$ cat config.mk
export PLATFORM = sky130hd
export DESIGN_NAME = psum_window_acc_flat
export DESIGN_NICKNAME = d
export VERILOG_FILES = /design/src/rtl/psum_window_acc_if.sv /design/src/rtl/psum_window_acc.sv /design/src/flat_wrapper.sv
export SDC_FILE = /design/constraint.sdc
export NUM_CORES = 1
export LEC_CHECK = 0
export BUFFER_PORTS_ARGS = -buffer_cell sky130_fd_sc_hd__buf_2
export CAP_MARGIN = 20
export CORE_MARGIN = 4
export CORE_UTILIZATION = 50
export CTS_CLUSTER_DIAMETER = 150
export DETAILED_ROUTE_END_ITERATION = 8
export GPL_ROUTABILITY_DRIVEN = 0
export PLACE_DENSITY_LB_ADDON = 0.3
export SYNTH_ARGS = -nofsm -noshare
export SYNTH_HDL_FRONTEND = slang
export SYNTH_SLANG_ARGS = --single-unit
$ cat constraint.sdc
create_clock -name clk -period 3.6 [get_ports clk]
set_clock_uncertainty 0.1 [all_clocks]
set_input_delay 0.18 -clock clk [delete_from_list [all_inputs] [get_ports clk]]
set_output_delay 0.18 -clock clk [all_outputs]
set_load 0.01 [all_outputs]
$ cat src/rtl/psum_window_acc_if.sv
// Sample-in / window-sum-out handshake bundle for psum_window_acc.
interface psum_window_acc_if #(
  parameter int unsigned DATA_W = 8,
  parameter int unsigned CH     = 1,
  parameter int unsigned OUT_W  = 10
);
  logic                  in_valid;
  logic                  in_ready;
  logic [CH*DATA_W-1:0]  in_data;
  logic                  out_valid;
  logic                  out_ready;
  logic [CH*OUT_W-1:0]   out_data;
  logic [CH-1:0]         out_sat;

  // Producer of samples / consumer of results.
  modport master (
    output in_valid, in_data, out_ready,
    input  in_ready, out_valid, out_data, out_sat
  );

  // The accumulator itself.
  modport slave (
    input  in_valid, in_data, out_ready,
    output in_ready, out_valid, out_data, out_sat
  );
endinterface

$ cat src/rtl/psum_window_acc.sv
// Per-channel windowed running sum with sliding or tumbling windows,
// a shared write pointer, a registered output stage and output clamping.
module psum_window_acc #(
  parameter int unsigned DATA_W = 8,
  parameter int unsigned DEPTH  = 3,
  parameter int unsigned CH     = 1,
  parameter int unsigned OUT_W  = DATA_W + $clog2(DEPTH)
) (
  input  logic                       clk,
  input  logic                       rst,
  input  logic                       en,
  input  logic                       clear,
  input  logic                       mode,
  output logic [$clog2(DEPTH+1)-1:0] fill_count,
  psum_window_acc_if.slave           bus
);

  localparam int unsigned SUM_W  = DATA_W + $clog2(DEPTH);
  localparam int unsigned PTR_W  = $clog2(DEPTH);
  localparam int unsigned FILL_W = $clog2(DEPTH+1);

  logic [PTR_W-1:0]    ptr_q;
  logic                mode_q;
  logic [DATA_W-1:0]   buf_q [CH][DEPTH];
  logic [SUM_W-1:0]    sum_q [CH];

  logic [DATA_W-1:0]   sample [CH];
  logic [SUM_W-1:0]    nsum   [CH];
  logic [CH*OUT_W-1:0] res_data;
  logic [CH-1:0]       res_sat;

  logic                accept;
  logic                eff_mode;
  logic                produce;
  logic                block_wrap;
  logic [PTR_W-1:0]    ptr_next;
  logic [FILL_W-1:0]   fill_next;

  // Accept only when enabled, not clearing, and the output slot is free or draining.
  assign bus.in_ready = en && !clear && (!bus.out_valid || bus.out_ready);

  // Per-channel next sum and clamped result.
  for (genvar c = 0; c < CH; c++) begin : g_ch
    assign sample[c] = bus.in_data[c*DATA_W +: DATA_W];
    assign nsum[c]   = sum_q[c] + SUM_W'(sample[c]) - SUM_W'(buf_q[c][ptr_q]);
    if (OUT_W < SUM_W) begin : g_clamp
      assign res_sat[c] = |nsum[c][SUM_W-1:OUT_W];
    end else begin : g_full
      assign res_sat[c] = 1'b0;
    end
    assign res_data[c*OUT_W +: OUT_W] = res_sat[c] ? {OUT_W{1'b1}} : nsum[c][OUT_W-1:0];
  end

  // Accept decode; the live mode applies only while the window is empty.
  always_comb begin
    accept     = bus.in_valid && bus.in_ready;
    eff_mode   = (fill_count == '0) ? mode : mode_q;
    produce    = eff_mode ? (fill_count == FILL_W'(DEPTH-1))
                          : (fill_count >= FILL_W'(DEPTH-1));
    block_wrap = eff_mode && produce;
    ptr_next   = (ptr_q == PTR_W'(DEPTH-1)) ? '0 : ptr_q + PTR_W'(1);
    fill_next  = (fill_count == FILL_W'(DEPTH)) ? fill_count : fill_count + FILL_W'(1);
  end

  // Window mode is captured each cycle the window is empty and frozen otherwise.
  always_ff @(posedge clk) begin
    if (rst) begin
      mode_q <= 1'b0;
    end else if (fill_count == '0) begin
      mode_q <= mode;
    end
  end

  // Window state and output register.
  always_ff @(posedge clk) begin
    if (rst || clear) begin
      ptr_q         <= '0;
      fill_count    <= '0;
      bus.out_valid <= 1'b0;
      bus.out_data  <= '0;
      bus.out_sat   <= '0;
      for (int c = 0; c < CH; c++) begin
        sum_q[c] <= '0;
        for (int d = 0; d < DEPTH; d++) begin
          buf_q[c][d] <= '0;
        end
      end
    end else begin
      if (accept) begin
        if (block_wrap) begin
          ptr_q      <= '0;
          fill_count <= '0;
          for (int c = 0; c < CH; c++) begin
            sum_q[c] <= '0;
            for (int d = 0; d < DEPTH; d++) begin
              buf_q[c][d] <= '0;
            end
          end
        end else begin
          ptr_q      <= ptr_next;
          fill_count <= fill_next;
          for (int c = 0; c < CH; c++) begin
            sum_q[c]        <= nsum[c];
            buf_q[c][ptr_q] <= sample[c];
          end
        end
      end
      if (accept && produce) begin
        bus.out_valid <= 1'b1;
        bus.out_data  <= res_data;
        bus.out_sat   <= res_sat;
      end else if (bus.out_ready) begin
        bus.out_valid <= 1'b0;
      end
    end
  end

endmodule

$ cat src/flat_wrapper.sv
// flat-port wrapper written by rule: the top's interface ports become plain ports
module psum_window_acc_flat 
#(
  parameter int unsigned DATA_W = 8,
  parameter int unsigned DEPTH  = 3,
  parameter int unsigned CH     = 1,
  parameter int unsigned OUT_W  = DATA_W + $clog2(DEPTH)
)
  (clk, rst, en, clear, mode, fill_count, bus_in_valid, bus_in_data, bus_out_ready, bus_in_ready, bus_out_valid, bus_out_data, bus_out_sat);
  psum_window_acc_if #(.DATA_W(DATA_W), .CH(CH), .OUT_W(OUT_W)) bus_i ();
  input  logic clk;
  input  logic rst;
  input  logic en;
  input  logic clear;
  input  logic mode;
  output logic [$clog2(DEPTH+1)-1:0] fill_count;
  input wire logic [$bits(bus_i.in_valid)-1:0] bus_in_valid;
  input wire logic [$bits(bus_i.in_data)-1:0] bus_in_data;
  input wire logic [$bits(bus_i.out_ready)-1:0] bus_out_ready;
  output wire logic [$bits(bus_i.in_ready)-1:0] bus_in_ready;
  output wire logic [$bits(bus_i.out_valid)-1:0] bus_out_valid;
  output wire logic [$bits(bus_i.out_data)-1:0] bus_out_data;
  output wire logic [$bits(bus_i.out_sat)-1:0] bus_out_sat;
  assign bus_i.in_valid = bus_in_valid;
  assign bus_i.in_data = bus_in_data;
  assign bus_i.out_ready = bus_out_ready;
  assign bus_in_ready = bus_i.in_ready;
  assign bus_out_valid = bus_i.out_valid;
  assign bus_out_data = bus_i.out_data;
  assign bus_out_sat = bus_i.out_sat;
  psum_window_acc #(.DATA_W(DATA_W), .DEPTH(DEPTH), .CH(CH), .OUT_W(OUT_W)) u_core (.clk(clk), .rst(rst), .en(en), .clear(clear), .mode(mode), .fill_count(fill_count), .bus(bus_i));
endmodule
; Word level (Yosys, flattened, before mapping)
; Memory sizes are Yosys's and may differ from the RTL's.
; Index checks and enable logic that the tools add are counted.
[word_totals]
register_bits = 16
latch_bits = 0
mem_bits_rw = 34
mem_bits_ro = 0
output_inout_bits = 15
mem_count = 2
[mem_list]
columns = memory, words, width, rd, rd_ports_with_merged_regs, write_ports, line_no
row1 = u_core.buf_q, 1, 24, 1, 0, 3, psum_window_acc.sv:24  ; logic [DATA_W-1:0] buf_q [CH][DEPTH];
row2 = u_core.sum_q, 1, 10, 1, 0, 1, psum_window_acc.sv:25  ; logic [SUM_W-1:0] sum_q [CH];
[op_classes]
n_addsub = 4
n_mul = 0
n_div = 0
magnitude_cmp = 3
n_eq_ne = 4
n_shift = 0
n_mux = 36
n_bitwise = 1
n_reduce_logical = 19
[op_table]
columns = operator, n
row1 = 24-bit two-way mux, 6
row2 = 24-bit OR reduction, 4
row3 = 8-bit two-way mux, 3
row4 = 10-bit two-way mux, 2
row5 = 10-bit OR reduction, 2
row6 = 8-bit binary-select mux with 2-bit select, 1
row7 = 8-bit demux with 2-bit select, 1
row8 = 1-bit two-way mux, 16
row9 = 2-bit two-way mux, 7
row10 = 10-bit by 8-bit adder with 10-bit output, 1
row11 = 10-bit by 8-bit subtractor with 10-bit output, 1
row12 = 2-bit equality test (second input constant), 3
row13 = 1-bit logical AND, 6
row14 = 2-bit by 1-bit adder with 2-bit output (second input constant), 2
row15 = 3-bit greater-or-equal comparator (second input constant), 1
row16 = 3-bit by 1-bit less-than comparator with 1-bit output (second input constant), 1
row17 = 2-bit inverter with 3-bit output, 1
row18 = 2-bit greater-or-equal comparator (second input constant), 1
row19 = 1-bit logical NOT, 2
row20 = 2-bit logical NOT, 1
row21 = 1-bit logical OR, 2
row22 = 2-bit by 1-bit inequality test with 1-bit output (second input constant), 1
row23 = 2-bit AND reduction, 1
row24 = 2-bit nonzero test, 1

; Depth between registers and ports, before layout
; Gate-level depths: netlist of run 1.
[logic_depth]
ltp_word = 11
depth_mapped = 12
depth_no_buf = 11

; Worst setup path after synthesis of run 1
; Ideal clock, no wire load.
[synth_path]
kind = flip-flop to flip-flop
startpoint = register u_core.ptr_q[1]
endpoint = memory u_core.sum_q[0][8] (netlist name) (data pin)
setup_ns = 0.257
t_arrival_ns = 2.967
required_time_ns = 3.243
slack_ns = 0.277
path_stages_with_launch = 12
synth_period_minus_slack_ns = 3.323
path_cell_list = dfxtp_1 -> clkbuf_1 -> buf_1 -> o22ai_1 -> fa_1 -> inv_1 -> fa_1 -> a211oi_1 -> nor4_1 -> a211oi_1 -> xor2_1 -> nor2_1
[synth_between]
elab_chain_len = 6
[synth_rtl]
columns = item, line_no
row1 = "start, declared", psum_window_acc.sv:22  ; logic [PTR_W-1:0] ptr_q;
row2 = "start signal, assigned", psum_window_acc.sv:100  ; ptr_q <= ptr_next;
row3 = 2-bit inverter with 3-bit output (implied by the code), psum_window_acc.sv:45  ; assign nsum[c] = sum_q[c] + SUM_W'(sample[c]) - SUM_W'(buf_q[c][ptr_q]);
row4 = 8-bit binary-select mux with 2-bit select, psum_window_acc.sv:45
row5 = 8-bit two-way mux (implied by the code) (2 in a row), psum_window_acc.sv:45
row6 = 10-bit by 8-bit subtractor with 10-bit output, psum_window_acc.sv:45
row7 = 10-bit two-way mux (no source line), --
row8 = "end, declared", psum_window_acc.sv:25
; No other way between the ends. The select of a mux whose other input is x is not followed.

; Worst setup path in the final report of run 1
[layout_path]
startpoint = register u_core.ptr_q[0]
endpoint = register u_core.bus.out_data[8]
[layout_between]
elab_chain_len = 5
[layout_rtl]
columns = item, line_no
row1 = 2-bit inverter with 3-bit output (implied by the code), psum_window_acc.sv:45
row2 = 8-bit binary-select mux with 2-bit select, psum_window_acc.sv:45
row3 = 8-bit two-way mux (implied by the code) (2 in a row), psum_window_acc.sv:45
row4 = 10-bit by 8-bit subtractor with 10-bit output, psum_window_acc.sv:45
row5 = "end signal, assigned", psum_window_acc.sv:110  ; bus.out_data <= res_data;
row6 = "end, declared", psum_window_acc_if.sv:24  ; output in_ready, out_valid, out_data, out_sat
; No other way between the ends. The select of a mux whose other input is x is not followed.
; A chain may end at the register's enable or synchronous reset.

==> metrics.yaml, run 1 <==
status: "complete, no violations"
cp-startpoint: "u_core.ptr_q[0]$_SDFFE_PP0P_"
seq_area_sq_um: 1180
critical_path_cell_count: 11
io_pins: 30
sequentialPowerShare_pct: 46.6
cts_tree: "done"
p_leak_nw: 1.32
fin_crit_sh_pct: 92.2
root_buffer: "clkbuf_8"
fin_tns_setup_ns: 0
drive_gt1_share_pct: 16.5
crit_path_max_fanout: 14
worstSkewPairLatency_ns: 0.31
clock-sinks: 50
initial_core_util_pct: 51.4
route.detailed.drc: 0
fp-row-count: 27
synth.top_cell.area_share_pct: 22.6
numCtsBuffers: 5
p_int_w: 0.000926
async_reset_ff_share_pct: 0
synth_cell_types: 46
crit_end: "u_core.bus.out_data[8]$_SDFFE_PP0P_"
n_fill_cell: 475
ys_top_cells_by_area: "dfxtp_1 23%, edfxtp_1 19%, mux2i_1 8.5%"
via_count: 2217
antenna_cells: 0
drt-vias-per-instance: 5.47
layout.nets: 368
clk_pin_slew_ns: 0.10
wl_met3_um: 320
critPathArrivalTime_ns: 3.47
cp-start-kind: "register"
critPathTopFamily: "simple AND/OR/NAND/NOR gates"
hold_viol_final: 0
syn2layout_area_growth_pct: 13.1
max-slew-margin-rel_pct: 53.0
syn_area_sq_um: 2830
synth_cells: 303
synth_edf_count: 18
min_path_type: "in2reg"
power.share.clock_pct: 33.1
regToRegStartpoint: "u_core.ptr_q[0]$_SDFFE_PP0P_"
wire_per_inst_um: 14.9
r2r-end: "u_core.bus.out_data[8]$_SDFFE_PP0P_"
grt_pass1_vias: 2272
antenna_left: 0
p_sw_w: 0.000367
setup_viol: 0
yosysSeqAreaShare_pct: 41.8
synth.ff_latch_count: 50
path_cells: "buf_4, mux2i_1, o22ai_1, fa_1, inv_1, ha_1, nand2_1, nor4_1, a211oi_2, or4_1, nand3_1"
die_area_sq_um: 6930
ys.flop_type: "dfxtp_1"
fin_ws_ns: 0.279
swShare_pct: 28.4
post-cts-setup-buffers: 0
place_ws_ns: 0.261
drt-met1-wl_um: 2630
grt_setup_unrepaired: "false"
grt_pass1_wl_um: 10400
die_h_um: 83.2
topRoutingLayerUsed: "met4"
clockBufferDepth: 2
die_x_um: 83.2
critPathBufInv: 2
antenna_found_initial: 0
syn-num-nets: 339
period_needed_ns: 3.32
grt_max_degree: 18
dp_hpwl_um: 4480
grt_remaining_overflow: 0
core_area_sq_um: 5510
crit_path_end_kind: "register"
power_per_cell_area_nw_per_um2: 404
io_buffers: 28
crit_required_ns: 3.75
cap_violations: 0
crit_slowest_cell: "dfxtp_1"
wirelength_um: 6040
multi_input_comb_area_sq_um: 1470
htreeDepth: 2
fmax_mhz: 301
syn_avg_cell_area_sq_um: 9.34
cpPeakStageDelay_ns: 0.50
r2r_cells: 11
first_pass_iters: 4
drt_iter0_drc: 113
ir_drop_mv: 0.183
synth_warnings: 0
combPwrFrac_pct: 20.3
tightest_slew_ns: 0.702
grt.total_usage_pct: 18.6
met2_length_um: 2930
maxSlewViolCount: 0
critPathKind: "reg2reg"
r2r_slack_ns: 0.28
synth_top_area_cell: "dfxtp_1"
-- state kept, by name (all words and copies together) (netlist names) --
name,cells
u_core.buf_q,24
u_core.bus.out_data,10
u_core.ptr_q,2
u_core.mode_q,1
u_core.bus.out_valid,1
u_core.sum_q,10
u_core.fill_count,2
-- final cells by class --
class | instances | share of cell area, %
clock inverters | 2 | 1.21
well taps | 72 | 2.82
multi-input cells | 201 | 45.8
repair buffers | 35 | 6.10
flip-flops and latches | 50 | 36.9
inverters | 39 | 4.58
clock buffers | 6 | 2.58
-- placed cells by master, fill, tap and decap left out, types with 3 or more instances in the layout --
cell and count:
o21ai_0 8, o22ai_1 7, fa_1 8, nor2_1 32
clkbuf_8 6, edfxtp_1 18, a21o_1 6, a21oi_1 13
or4_1 3, dfxtp_1 32, inv_1 39, and2_1 12
ha_1 13, xor2_1 4, nand3_1 15, nand2_1 17
mux2i_1 24, nand4_1 4, buf_4 6, buf_2 28
-- power by group through the flow --
stage	clock network (W)	logic, W	registers, W
after floorplan	0	0.000190	0.000613
after global placement	0	0.000246	0.000614
after detailed placement	0	0.000252	0.000615
after CTS	0.000435	0.000254	0.000602
after global routing	0.000465	0.000297	0.000604
final	0.000428	0.000263	0.000602
-- worst min path at each step --
stage / depth (start not counted) / slack (ns) / to / start
2_1_floorplan: 1 / 0.15 / u_core.mode_q$_SDFF_PP0_ / rst
3_3_place_gp: 2 / 0.26 / u_core.mode_q$_SDFF_PP0_ / rst
3_5_place_dp: 2 / 0.27 / u_core.mode_q$_SDFF_PP0_ / rst
4_1_cts: 3 / 0.05 / u_core.buf_q[0][13]$_SDFFE_PP0P_ / bus_in_data[5]
5_1_grt: 3 / 0.05 / u_core.buf_q[0][5]$_SDFFE_PP0P_ / bus_in_data[5]
6_report: 3 / 0.05 / u_core.mode_q$_SDFF_PP0_ / mode
-- metal layers --
layer  GRT usage [%]  vias up
met2            31.3       65
met1            22.6     1043
li1                -     1093
met5               0        -
met4            6.98        0
met3            4.86       16
-- tightest hold or removal path: cells and delay by family --
| family | cells | cell delay [ns] |
|---|---|---|
| buffers and inverters | 1 | 0.08 |
| AND/OR/NAND/NOR | 1 | 0.08 |
| multiplexers | 1 | 0.08 |
-- through the flow --
stage / utilization, % / total power, W / hold slack, ns / instance area (sq um) / instances
after floorplan: - / 0.000803 / 0.152 / 2830 / 303
after CTS: 57.9 / 0.00129 / 0.0494 / 3190 / 405
final: 58.1 / 0.00129 / 0.0532 / 3200 / 405
after global routing: 58.1 / 0.00137 / 0.0488 / 3200 / 405
after detailed placement: 55.5 / 0.000867 / 0.273 / 3050 / 396
after global placement: 55.5 / 0.000860 / 0.264 / 3050 / 396
-- cells by family (layout without fill, tap and decap cells) --
| kind of cell | Yosys count | in the layout | share of synthesized area, % |
|---|---|---|---|
| XOR/XNOR | 6 | 6 | 1.86 |
| other | 1 | 1 | 0.133 |
| multiplexers | 25 | 25 | 8.98 |
| AO/OA/AOI/OAI | 49 | 49 | 10.9 |
| buffers and inverters | 52 | 82 | 7.39 |
| adder cells (fa/ha/maj) | 21 | 21 | 11.4 |
| AND/OR/NAND/NOR | 99 | 99 | 17.6 |
| flip-flops | 50 | 50 | 41.8 |
-- Yosys cell counts, types with 3 or more instances --
| cell type | count |
|---|---|
| clkbuf_1 | 5 |
| edfxtp_1 | 18 |
| nor2_1 | 32 |
| and2_1 | 12 |
| nand2_1 | 17 |
| a21o_1 | 6 |
| fa_1 | 8 |
| inv_1 | 39 |
| xor2_1 | 4 |
| a21oi_1 | 14 |
| or4_1 | 3 |
| o21ai_0 | 8 |
| nand4_1 | 4 |
| mux2i_1 | 24 |
| nand3_1 | 15 |
| o22ai_1 | 7 |
| a211oi_1 | 4 |
| dfxtp_1 | 32 |
| buf_2 | 5 |
| ha_1 | 13 |
-- what timing repair did --
item,in CTS,in global routing
endpoints found under the setup margin,0,3
gates resized for setup,0,3
endpoints found under the hold margin,1,0
hold buffers,1,0
Note: power is estimated with default switching activity, not from simulation.
==> run 2, diff against run 1 <==
--- a/config.mk
+++ b/config.mk
@@ -5,6 +5,7 @@
 export SDC_FILE = /design/constraint.sdc
 export NUM_CORES = 1
 export LEC_CHECK = 0
+export ABC_AREA = 1
 export BUFFER_PORTS_ARGS = -buffer_cell sky130_fd_sc_hd__buf_2
 export CAP_MARGIN = 20
 export CORE_MARGIN = 4
@@ -13,6 +14,8 @@
 export DETAILED_ROUTE_END_ITERATION = 8
 export GPL_ROUTABILITY_DRIVEN = 0
 export PLACE_DENSITY_LB_ADDON = 0.3
+export RECOVER_POWER = 25
+export SKIP_LAST_GASP = 1
 export SYNTH_ARGS = -nofsm -noshare
 export SYNTH_HDL_FRONTEND = slang
 export SYNTH_SLANG_ARGS = --single-unit
==> run 2 against run 1 <==
Effect of this change: utilization shrank 1.4 points; cell area down 1.3%; global-route usage down 1.3 points; non-clock buffer count down 6; maximum frequency is 17% higher; worst setup slack improved by 0.48 ns; largest power group unchanged.
==> metrics.yaml, run 2 <==
status: "complete, no violations"
syn_avg_cell_area_sq_um: 7.42
finalNonFillerCells: 494
grt_pass1_vias: 2318
die_x_um: 84.3
critPathTopFamily: "simple AND/OR/NAND/NOR gates"
grt_remaining_overflow: 0
place_area_sq_um: 3090
layout_commonest_cell: "nand2_1"
hp-start: "bus_in_data[5]"
via_count: 2340
async_reset_ff_share_pct: 0
synth.most_common_cell: "nand2_1"
holdPathStages: 3
crit_required_ns: 3.49
initial_core_util_pct: 52.2
ys_top_cells_by_area: "dfxtp_1 22%, edfxtp_1 19%, nand2_1 11%"
syn2layout_area_growth_pct: 8.60
cap_violations: 0
worstSkewPairLatency_ns: 0.31
hold_end: "u_core.buf_q[0][13]$_SDFFE_PP0P_"
ir_drop_mv: 0.188
wl_met3_um: 361
die_area_sq_um: 7100
first_pass_iters: 4
critPathBufInv: 2
cts_tree: "done"
grt_setup_unrepaired: "false"
crit_path_end_kind: "register"
cpPeakStageDelay_ns: 0.61
antenna_left: 0
dp_cells: 486
critPathArrivalTime_ns: 2.73
layout.nets: 458
maxSlewViolCount: 0
grt_max_degree: 22
crit_slowest_cell: "nand2_1"
min_path_type: "in2reg"
antenna_found_initial: 0
cp-startpoint: "rst"
synth.ff_latch_count: 50
root_buffer: "clkbuf_8"
io_buffers: 28
ys.flop_type: "dfxtp_1"
route.detailed.drc: 0
cpMostUsedCell: "nand2_1"
antenna_cells: 0
setup_viol: 0
fp-row-count: 27
numCtsBuffers: 5
io_pins: 30
grt.total_usage_pct: 17.2
utilization_pct: 56.7
dp_hpwl_um: 4350
topRoutingLayerUsed: "met4"
die_h_um: 84.3
regMostFlops: "u_core.buf_q"
clock-sinks: 50
wirelength_um: 5740
largest_register_ffs: 24
power_per_cell_area_nw_per_um2: 385
cp-start-kind: "input port"
max-slew-margin-rel_pct: 42.2
wire_per_inst_um: 11.6
synth_cell_types: 28
regToRegStartpoint: "u_core.ptr_q[1]$_SDFFE_PP0P_"
path_cells: "dlygate4sd3_1, clkbuf_1, nor2_1, nand2_1, nand2_1, nand2_1"
drt-met1-wl_um: 2600
core_area_sq_um: 5570
synth_edf_count: 18
yosysSeqAreaShare_pct: 40.6
htreeDepth: 2
crit_path_max_fanout: 17
critPathKind: "in2reg"
met2_length_um: 2710
fmax_mhz: 352
r2r-end: "u_core.bus.out_data[7]$_SDFFE_PP0P_"
fin_tns_setup_ns: 0
drt-vias-per-instance: 4.74
period_needed_ns: 2.84
hold_viol_final: 0
clockBufferDepth: 2
r2r_cells: 15
grt_pass1_wl_um: 10000
power_w: 0.00122
clk_pin_slew_ns: 0.08
synth_cells: 392
p_leak_nw: 1.62
netlist_top_cells_count: "89 x nand2_1, 88 x inv_1, 60 x nor2_1"
drt_iter0_drc: 143
drive_gt1_share_pct: 6.64
r2r_slack_ns: 0.81
tightest_slew_ns: 0.866
syn-num-nets: 428
fin_crit_sh_pct: 78.9
top_regs: "u_core.buf_q x24, u_core.bus.out_data x10, u_core.sum_q x10"
final_cell_area_sq_um: 3160
synth_warnings: 0
synth.top_cell.area_share_pct: 22.0
syn_area_sq_um: 2910
synth_top_area_cell: "dfxtp_1"
layout_common_cells: "90 x nand2_1, 88 x inv_1, 61 x nor2_1"
[run 2: cell types whose count changed in the layout (fill, tap and decap cells not counted), moves of 6 or more]
cell      delta
mux2i_1     -24
and2_1      -12
nand2_1     +73
clkbuf_1    +16
nand3_1     +10
buf_4        -6
inv_1       +49
nor2_1      +29
o22ai_1      -7
buf_2       -15
[run 2: final cells by class]
cell class,instances,area (sq um)
fillers,552,2410
multi-input cells,247,1340
clock buffers,7,86.3
inverters,89,334
flip-flops and latches,50,1180
repair buffers,29,131
well taps,72,90.1
[run 2: power by group]
part	total, W	internal (W)	switching (W)
sequential	0.000603	0.000598	0.00000465
combinational	0.000272	0.0000951	0.000177
clock	0.000341	0.000153	0.000188
total	0.00122	0.000846	0.000370
[run 2: kinds of logic after synthesis]
logic type	share of synthesized area, %
simple gates	27.2
buf+inv	13.1
flops	40.6
compound gates	6.67
fa+ha+maj	11.1
xor+xnor	1.20
other cells	0.129
[run 2: layer usage]
layer,track usage [%],vias to the layer above
li1,-,1237
met1,20.6,1044
met2,29.4,52
met3,5.79,7
met4,4.97,0
met5,0,-
[run 2: worst max-delay path by stage]
stage                                           to  slack (ns)  cells after the start
6_report         u_core.buf_q[0][23]$_SDFFCE_PP0P_        0.76                      6
2_1_floorplan     u_core.sum_q[0][7]$_SDFFCE_PN0P_        1.08                     13
3_3_place_gp      u_core.sum_q[0][7]$_SDFFCE_PN0P_        0.91                     13
4_1_cts           u_core.sum_q[0][7]$_SDFFCE_PN0P_        0.81                     13
5_1_grt        u_core.bus.out_data[7]$_SDFFE_PP0P_        0.48                     15
3_5_place_dp      u_core.sum_q[0][7]$_SDFFCE_PN0P_        0.82                     13
[run 2: through the flow]
step           hold WS [ns]  setup slack (ns)
6_report             0.0260             0.759
4_1_cts              0.0171             0.812
2_1_floorplan         0.152              1.08
3_5_place_dp          0.305             0.817
3_3_place_gp          0.305             0.907
5_1_grt              0.0290             0.483
[run 2: worst min-delay path, stage by stage]
cell	delay, ns
buf_2	0.10
nor2_1	0.04
nor2_1	0.08
[run 2: repair_timing]
item                      in CTS  in global routing
buffers inserted               0                  0
hold endpoints to repair       1                  0
hold buffers                   1                  0
gates resized for setup        0                  0
==> run 3, diff against run 2 <==
==> constraint.sdc (replaced) <==
create_clock -name clk -period 2.9 [get_ports clk]
set_clock_uncertainty 0.1 [all_clocks]
set_input_delay 0.145 -clock clk [delete_from_list [all_inputs] [get_ports clk]]
set_output_delay 0.145 -clock clk [all_outputs]
set_load 0.01 [all_outputs]
==> run 3 against run 2 <==
Effect of this change: routed wire length grew 0.14%; sequential cell count is the same; global-route usage grew 0.46 points; total power grew 31%; critical path type is now reg2reg; cell area grew 4.6%; critical path depth grew 7; cell count grew 2.6%; combinational power grew 27%.
==> metrics.yaml, run 3 (synthesized netlist as in run 2, its figures left out) <==
fp-row-count: 27
htreeDepth: 2
fin_crit_sh_pct: 93.1
io_buffers: 28
final_cell_area_sq_um: 3310
core_area_sq_um: 5570
antenna_cells: 0
critPathArrivalTime_ns: 2.67
maxSlewViolCount: 0
numCtsBuffers: 5
setup_viol: 0
largest_register_ffs: 24
cap_violations: 0
io_pins: 30
drt-vias-per-instance: 4.66
root_buffer: "clkbuf_8"
layout_common_cells: "90 x nand2_1, 87 x inv_1, 60 x nor2_1"
regMostFlops: "u_core.buf_q"
crit_required_ns: 2.87
via_count: 2363
cts_tree: "done"
worstSkewPairLatency_ns: 0.31
place_area_sq_um: 3130
n_fill_cell: 529
cpPeakStageDelay_ns: 0.49
grt.total_usage_pct: 17.7
status: "complete, no violations"
die_h_um: 84.3
clk_pin_slew_ns: 0.09
route.detailed.drc: 0
grt_pass1_wl_um: 10300
grt_max_degree: 22
critPathBufInv: 3
critPathTopFamily: "adder cells"
ir_drop_mv: 0.280
grt_pass1_vias: 2356
syn2layout_area_growth_pct: 13.6
top_regs: "u_core.buf_q x24, u_core.bus.out_data x10, u_core.sum_q x10"
crit_slowest_cell: "fa_1"
power_per_cell_area_nw_per_um2: 481
crit_path_max_fanout: 5
r2r_slack_ns: 0.20
min_path_type: "in2reg"
antenna_found_initial: 0
first_pass_iters: 4
cp-start-kind: "register"
finalHoldWorstSlack_ns: 0.0258
fmax_mhz: 370
wire_per_inst_um: 11.3
period_needed_ns: 2.70
max-slew-margin-rel_pct: 60.8
antenna_left: 0
initial_core_util_pct: 52.2
drive_gt1_share_pct: 9.43
die_area_sq_um: 7100
wirelength_um: 5750
layout.nets: 470
hold_viol_final: 0
dp_hpwl_um: 4440
p_leak_nw: 1.69
drt_iter0_drc: 70
layout_commonest_cell: "nand2_1"
path_cells: "inv_1, nor2_4, buf_4, nand2_1, nand3_1, fa_1, inv_1, ha_1, nand2_1, nor2_1, nand3_1, nand4_1, a21oi_1"
grt_remaining_overflow: 0
crit_path_end_kind: "register"
tightest_slew_ns: 0.584
die_x_um: 84.3
clockBufferDepth: 2
critPathKind: "reg2reg"
clock-sinks: 50
run 3: changes by cell type in the layout (fill, tap and decap cells not counted), sizes merged:
cell,before,now
clkbuf,22,20
dlygate4sd3,1,7
buf,13,19
bufinv,0,1
clkinv,0,2
run 3: repair_timing:
item | in CTS | in global routing
resized for setup | 0 | 7
hold buffers | 7 | 0
endpoints found under the hold margin | 8 | 0
buffers inserted | 0 | 1
setup endpoints to repair | 0 | 9
run 3: routing by layer:
layer / vias to the layer above / share of wire, % / global-route usage [%]
met3: 8 / 4.0 / 4.22
met2: 36 / 46 / 29.8
met5: - / 0 / 0
met4: 0 / 1.4 / 4.82
met1: 1050 / 49 / 22.8
li1: 1269 / - / -
run 3: final cells by class:
class                   count  area [sq um]  share of cell area [%]
well taps                  72          90.1                    2.73
clock inverters             3          40.0                    1.21
multi-input cells         247          1350                    40.9
repair buffers             41           236                    7.15
inverters                  89           334                    10.1
clock buffers               5          68.8                    2.08
flip-flops and latches     50          1180                    35.8
run 3: metrics by stage:
stage                     worst slack, ns  power [W]  setup TNS [ns]  utilization, %  instances
after CTS                           0.136    0.00160               0            59.3        506
after detailed placement            0.166    0.00110               0            56.1        491
after floorplan                     0.382    0.00102               0               -        392
final                               0.199    0.00159               0            59.3        507
after global routing             -0.00268    0.00169        -0.00406            59.3        507
after global placement              0.215    0.00109               0            56.1        491
run 3: final timing paths:
kind | cells after the start | startpoint | endpoint
max reg2reg | 13 | u_core.ptr_q[1]$_SDFFE_PP0P_ | u_core.sum_q[0][9]$_SDFFCE_PN0P_
min | 3 | bus_in_data[2] | u_core.buf_q[0][10]$_SDFFE_PP0P_
max | 13 | u_core.ptr_q[1]$_SDFFE_PP0P_ | u_core.sum_q[0][9]$_SDFFCE_PN0P_
min reg2reg | 4 | u_core.buf_q[0][10]$_SDFFE_PP0P_ | u_core.buf_q[0][10]$_SDFFE_PP0P_
run 3: worst min-delay path, stage by stage:
cell and delay (ns):
buf_2 0.10, o21ai_0 0.08, nor2_1 0.08
run 3: power by group:
group,internal (W),switching [W],leakage [nW]
Combinational,0.000127,0.000218,1.17
Clock,0.000254,0.000242,0.0579
Sequential,0.000743,0.00000557,0.458
